**config.mk**
```make
export PLATFORM = sky130hd
export DESIGN_NAME = ram_dp_be
export DESIGN_NICKNAME = d
export VERILOG_FILES = /design/src/rtl/ram_dp_be.sv
export SDC_FILE = /design/constraint.sdc
export NUM_CORES = 1
export LEC_CHECK = 0
export CELL_PAD_IN_SITES_DETAIL_PLACEMENT = 2
export CELL_PAD_IN_SITES_GLOBAL_PLACEMENT = 2
export CORE_MARGIN = 1
export CORE_UTILIZATION = 37
export CTS_BUF_LIST = sky130_fd_sc_hd__clkbuf_8 sky130_fd_sc_hd__clkbuf_16
export DETAILED_ROUTE_END_ITERATION = 7
export PLACE_DENSITY_LB_ADDON = 0.1
export SETUP_SLACK_MARGIN = 0.15
export SYNTH_ARGS = -nofsm -noshare
export SYNTH_HDL_FRONTEND = slang
export SYNTH_SLANG_ARGS = --single-unit
```
**constraint.sdc**
```tcl
create_clock -name clk -period 2.35 [get_ports clk]
set_input_delay 0.3525 -clock clk [delete_from_list [all_inputs] [get_ports clk]]
set_output_delay 0.3525 -clock clk [all_outputs]
set_load 0.05 [all_outputs]
```
**src/rtl/ram_dp_be.sv**
```systemverilog
// Simple dual-port synchronous RAM with per-byte write enables, registered read
// latency of 1 or 2, selectable read-during-write policy and a whole-array clear engine.
module ram_dp_be #(
  parameter int                    DATA_WIDTH   = 16,
  parameter int                    ADDR_WIDTH   = 4,
  parameter int                    READ_LATENCY = 1,
  parameter int                    RDW_MODE     = 0,
  parameter logic [DATA_WIDTH-1:0] CLEAR_VALUE  = '0
) (
  input  logic                      clk,
  input  logic                      rst,
  input  logic                      clr,
  output logic                      busy,
  input  logic                      wr_en,
  input  logic [ADDR_WIDTH-1:0]     wr_addr,
  input  logic [DATA_WIDTH-1:0]     wr_data,
  input  logic [DATA_WIDTH/8-1:0]   wr_be,
  input  logic                      rd_en,
  input  logic [ADDR_WIDTH-1:0]     rd_addr,
  output logic [DATA_WIDTH-1:0]     rd_data,
  output logic                      rd_valid
);

  localparam int DEPTH = 1 << ADDR_WIDTH;
  localparam int NB    = DATA_WIDTH / 8;

  // Handshake: a request is accepted in any cycle where its enable is high and
  // busy is low; there is no backpressure, so requests seen during busy are lost.

  typedef enum logic {
    ST_IDLE  = 1'b0,
    ST_CLEAR = 1'b1
  } state_t;

  state_t                  state_q, state_d;
  logic [ADDR_WIDTH-1:0]   ptr_q, ptr_d;
  logic                    clear_we;

  always_ff @(posedge clk) begin
    if (rst) begin
      state_q <= ST_CLEAR;
      ptr_q   <= '0;
    end else begin
      state_q <= state_d;
      ptr_q   <= ptr_d;
    end
  end

  always_comb begin
    state_d  = state_q;
    ptr_d    = ptr_q;
    clear_we = 1'b0;
    case (state_q)
      ST_IDLE: begin
        if (clr) begin
          state_d = ST_CLEAR;
          ptr_d   = '0;
        end
      end
      ST_CLEAR: begin
        clear_we = 1'b1;
        ptr_d    = ptr_q + ADDR_WIDTH'(1);
        if (ptr_q == ADDR_WIDTH'(DEPTH - 1)) begin
          state_d = ST_IDLE;
        end
      end
      default: state_d = ST_IDLE;
    endcase
  end

  assign busy = (state_q == ST_CLEAR);

  logic wr_accept;
  logic rd_accept;

  assign wr_accept = wr_en & ~busy;
  assign rd_accept = rd_en & ~busy;

  logic [DATA_WIDTH-1:0] mem [DEPTH];

  // Array writes are suppressed while rst is held so the sweep starts cleanly at 0.
  always_ff @(posedge clk) begin
    if (!rst) begin
      if (clear_we) begin
        mem[ptr_q] <= CLEAR_VALUE;
      end else if (wr_accept) begin
        for (int b = 0; b < NB; b++) begin
          if (wr_be[b]) begin
            mem[wr_addr][8*b +: 8] <= wr_data[8*b +: 8];
          end
        end
      end
    end
  end

  logic [DATA_WIDTH-1:0] old_word;
  logic [DATA_WIDTH-1:0] merged_word;
  logic [DATA_WIDTH-1:0] rd_sample;

  always_comb begin
    old_word    = mem[rd_addr];
    merged_word = old_word;
    for (int b = 0; b < NB; b++) begin
      if (wr_be[b]) begin
        merged_word[8*b +: 8] = wr_data[8*b +: 8];
      end
    end
    rd_sample = old_word;
    if ((RDW_MODE == 1) && wr_accept && (wr_addr == rd_addr)) begin
      rd_sample = merged_word;
    end
  end

  logic                  pipe_valid;
  logic [DATA_WIDTH-1:0] pipe_data;

  generate
    if (READ_LATENCY == 2) begin : g_lat2
      logic                  s1_valid_q;
      logic [DATA_WIDTH-1:0] s1_data_q;

      always_ff @(posedge clk) begin
        if (rst) begin
          s1_valid_q <= 1'b0;
          s1_data_q  <= '0;
        end else begin
          s1_valid_q <= rd_accept;
          if (rd_accept) begin
            s1_data_q <= rd_sample;
          end
        end
      end

      assign pipe_valid = s1_valid_q;
      assign pipe_data  = s1_data_q;
    end else begin : g_lat1
      assign pipe_valid = rd_accept;
      assign pipe_data  = rd_sample;
    end
  endgenerate

  // Output register only loads on a valid beat so rd_data holds between reads.
  logic                  rd_valid_q;
  logic [DATA_WIDTH-1:0] rd_data_q;

  always_ff @(posedge clk) begin
    if (rst) begin
      rd_valid_q <= 1'b0;
      rd_data_q  <= '0;
    end else begin
      rd_valid_q <= pipe_valid;
      if (pipe_valid) begin
        rd_data_q <= pipe_data;
      end
    end
  end

  assign rd_valid = rd_valid_q;
  assign rd_data  = rd_data_q;

endmodule
```
==> flow_metrics.py <==
metrics = {
    "status": {
        "status": "complete, no violations",
    },
    "clock_tree": {
        "ctsHoldBuffers": 0,
        "cts.sinks": 278,
        "cts_tree": "done",
        "cts_buffers": 30,
        "h-tree-depth": 1,
        "cts-root-buf": "clkbuf_16",
        "cts_buffer_depth": 3,
        "clock_latency_ns": 0.54,
        "clk_pin_slew_ns": 0.06,
    },
    "synth": {
        "ys_warn_count": 0,
        "synth_seq_cells": 278,
        "mappedNetlistNets": 623,
        "synthXorXnorAreaFrac": 0,
        "syn_avg_cell_area_um2": 18.8,
        "synth-simple-area-share": 0.0457,
        "synth_fa_ha_area_frac": 0.00113,
        "synth.distinct_cells": 41,
        "syn-instance-count": 591,
        "syn_area_um2": 11100,
        "synth_compound_area_frac": 0.0451,
        "synthMuxAreaShare": 0.154,
        "ys_seq_area_frac": 0.732,
        "synth_top_family_by_area": "multiplexers",
    },
    "route": {
        "detail-route-antenna-nets": 0,
        "post_drt_wl_per_cell_um": 25.3,
        "vias": 5960,
        "drc": 0,
        "avgViaCountPerCell": 5.30,
        "wl_mm": 28.5,
        "first_iter_violations": 428,
        "drtPass1Iterations": 4,
    },
    "global_route": {
        "grt_pass1_vias": 6621,
        "antenna_found_initial": 0,
        "grt.overflow.total": 0,
        "grt_pass1_wl_mm": 43.3,
        "grt_usage": 0.192,
        "grt_max_degree": 30,
    },
    "final_layout": {
        "layout_common_cells": "edfxtp_1 (256), buf_4 (66), clkdlybuf4s50_1 (45), nor2_1 (38), mux2i_1 (35)",
        "antenna_cells": 0,
        "nets": 742,
        "regArea_um2": 8130,
        "nFillCells": 2714,
        "drive_above_1_share": 0.233,
        "areaGrowthSynthToFinish_pct": 21.6,
        "instances_no_fill": 1124,
        "final_common_cell": "edfxtp_1",
        "multi_input_area_um2": 2800,
    },
    "timing": {
        "fmax_mhz": 467,
        "report.final.slew_viol_count": 0,
        "fin_crit_ns": 2.14,
        "rsz0062_at_grt": "no",
        "finClkSkew_ns": 0.00712,
        "worst_pin_slew_ns": 0.800,
        "post-route-period-util": 0.912,
        "slew_headroom": 0.467,
        "fin_hold_ws_ns": 0.482,
        "setup_viol": 0,
        "hold_violations": 0,
    },
    "power": {
        "power_frac_comb": 0.047,
        "swShare": 0.205,
        "power.density_nw_per_um2": 785,
        "switching_power_mw": 2.17,
        "clock_power_share": 0.441,
        "power.internal_mw": 8.42,
        "p_seq_frac": 0.512,
        "leakage_nw": 4.39,
        "ir_worst_vdd_mv": 0.636,
    },
    "flow_run": {
        "drv_cap": 0,
    },
    "die": {
        "design.die.area_um2": 30700,
        "io_pins": 49,
        "rows": 63,
        "fp.dieH_um": 175,
        "fp.dieW_um": 175,
        "start_util": 0.375,
        "core-area_um2": 29600,
    },
    "placement": {
        "portBuffers": 48,
        "place_hpwl_mm": 19.4,
        "dp.cells": 1068,
        "place.gp.congestion": 0.769,
    },
    "critical_path": {
        "worst-r2r-cell-count": 7,
        "crit_path_end": "mem[8][14]",
        "rrSetupSlack_ns": 0.24,
        "crit_fanout": 8,
        "cp.arrival_ns": 2.38,
        "critPathKind": "input port to flip-flop",
        "crit_path_start": "wr_en",
        "regToRegEndpoint": "mem[8][14]",
        "critPathCaptureType": "flip-flop",
        "cp.required_ns": 2.59,
        "reg2reg_from": "busy",
        "cp-start-kind": "input port",
    },
    "hold_path": {
        "hold_class": "flip-flop to flip-flop",
    },
}
cells by family after synthesis:
| kind of cell | Yosys count |
|---|---|
| fa+ha+maj | 1 |
| mux | 99 |
| compound gates | 73 |
| buf+inv | 36 |
| flops | 278 |
| simple gates | 104 |
through the flow:
step                       util  setup slack, ns  cell area (um2)  total power [mW]  TNS, ns
after global routing      0.457            0.147            13500              10.9        0
after global placement    0.421           -0.430            12400              6.00   -76.72
final                     0.457            0.206            13500              10.6        0
after floorplan               -           0.0761            11100              5.80        0
after CTS                 0.455            0.181            13500              10.7        0
after detailed placement  0.421           -0.486            12400              6.03  -122.94
state kept, by name (all words and copies together), names as in the netlist:
name,cells
busy,1
mem,256
ptr_q,4
rd_data,16
rd_valid,1
worst max-delay path, cell delays in order:
cell	delay (ns)
clkdlybuf4s50_1	0.53
or3b_4	0.44
buf_4	0.17
nor4b_2	0.20
buf_4	0.16
o21ai_1	0.17
nor2_1	0.15
buf_4	0.21
cell type report:
| cell class | instances | area share |
|---|---|---|
| sequential | 278 | 0.602 |
| multi-input combinational | 277 | 0.208 |
| timing repair buffer | 120 | 0.0795 |
| clock buffer | 37 | 0.0636 |
| tap | 390 | 0.0362 |
| clock inverter | 19 | 0.0102 |
| inverter | 3 | 0.000834 |
worst min path at each step:
stage                           from    endpoint  slack (ns)  depth (start not counted)
after floorplan                rd_en    rd_valid        0.47                          1
after global placement    rd_data[5]  rd_data[5]        0.47                          2
after detailed placement  rd_data[5]  rd_data[5]        0.47                          2
after CTS                 rd_data[4]  rd_data[4]        0.50                          2
after global routing      rd_data[5]  rd_data[5]        0.51                          2
final                     rd_data[5]  rd_data[5]        0.48                          2
layer usage:
layer	up-vias	track usage	wire length, um
met4	0	0.0402	349
met5	-	0	0
met3	28	0.0207	738
met1	3158	0.289	13900
met2	108	0.303	13500
li1	2666	-	-
what timing repair did:
item                                    in CTS  in global routing
setup buffers                                0                  0
resized for setup                            7                  8
pin swaps                                    1                  2
endpoints found under the setup margin      97                136
hold endpoints to repair                     0                  0
power by group through the flow:
stage          sequential [mW]  clock, mW  combinational, mW
3_5_place_dp              5.53          0              0.499
5_1_grt                   5.43       4.95              0.532
4_1_cts                   5.42       4.78              0.504
3_3_place_gp              5.52          0              0.483
6_report                  5.42       4.67              0.497
2_1_floorplan             5.51          0              0.281
synthesized netlist by cell type, drive strengths merged:
| library cell | n | area, um2 |
|---|---|---|
| o21ai | 8 | 40.0 |
| mux2i | 35 | 350 |
| nand4 | 2 | 12.5 |
| nand2b | 5 | 31.3 |
| buf | 24 | 181 |
| a22oi | 31 | 233 |
| o211ai | 15 | 113 |
| a41oi | 1 | 8.76 |
| ha | 1 | 12.5 |
| a211oi | 1 | 7.51 |
| nor4b | 3 | 32.5 |
| a21o | 1 | 7.51 |
| or2 | 2 | 12.5 |
| mux4 | 47 | 1170 |
| nand2 | 22 | 82.6 |
| nand3b | 1 | 7.51 |
| dfxtp | 22 | 440 |
| clkbuf | 7 | 26.3 |
| a31oi | 3 | 18.8 |
| nor4 | 1 | 6.26 |
| dlymetal6s2s | 1 | 12.5 |
| a311oi | 2 | 17.5 |
| and2 | 2 | 12.5 |
| inv | 3 | 11.3 |
| nor2 | 42 | 158 |
| or3b | 1 | 8.76 |
| dlygate4sd1 | 1 | 8.76 |
| mux2 | 17 | 191 |
| edfxtp | 256 | 7690 |
| nor3 | 1 | 5.00 |
| a21oi | 11 | 55.1 |
| nor3b | 2 | 15.0 |
| and3 | 17 | 106 |
| nand3 | 2 | 10.0 |
| nor2b | 1 | 6.26 |
Note: power is estimated with default switching activity, not from simulation.
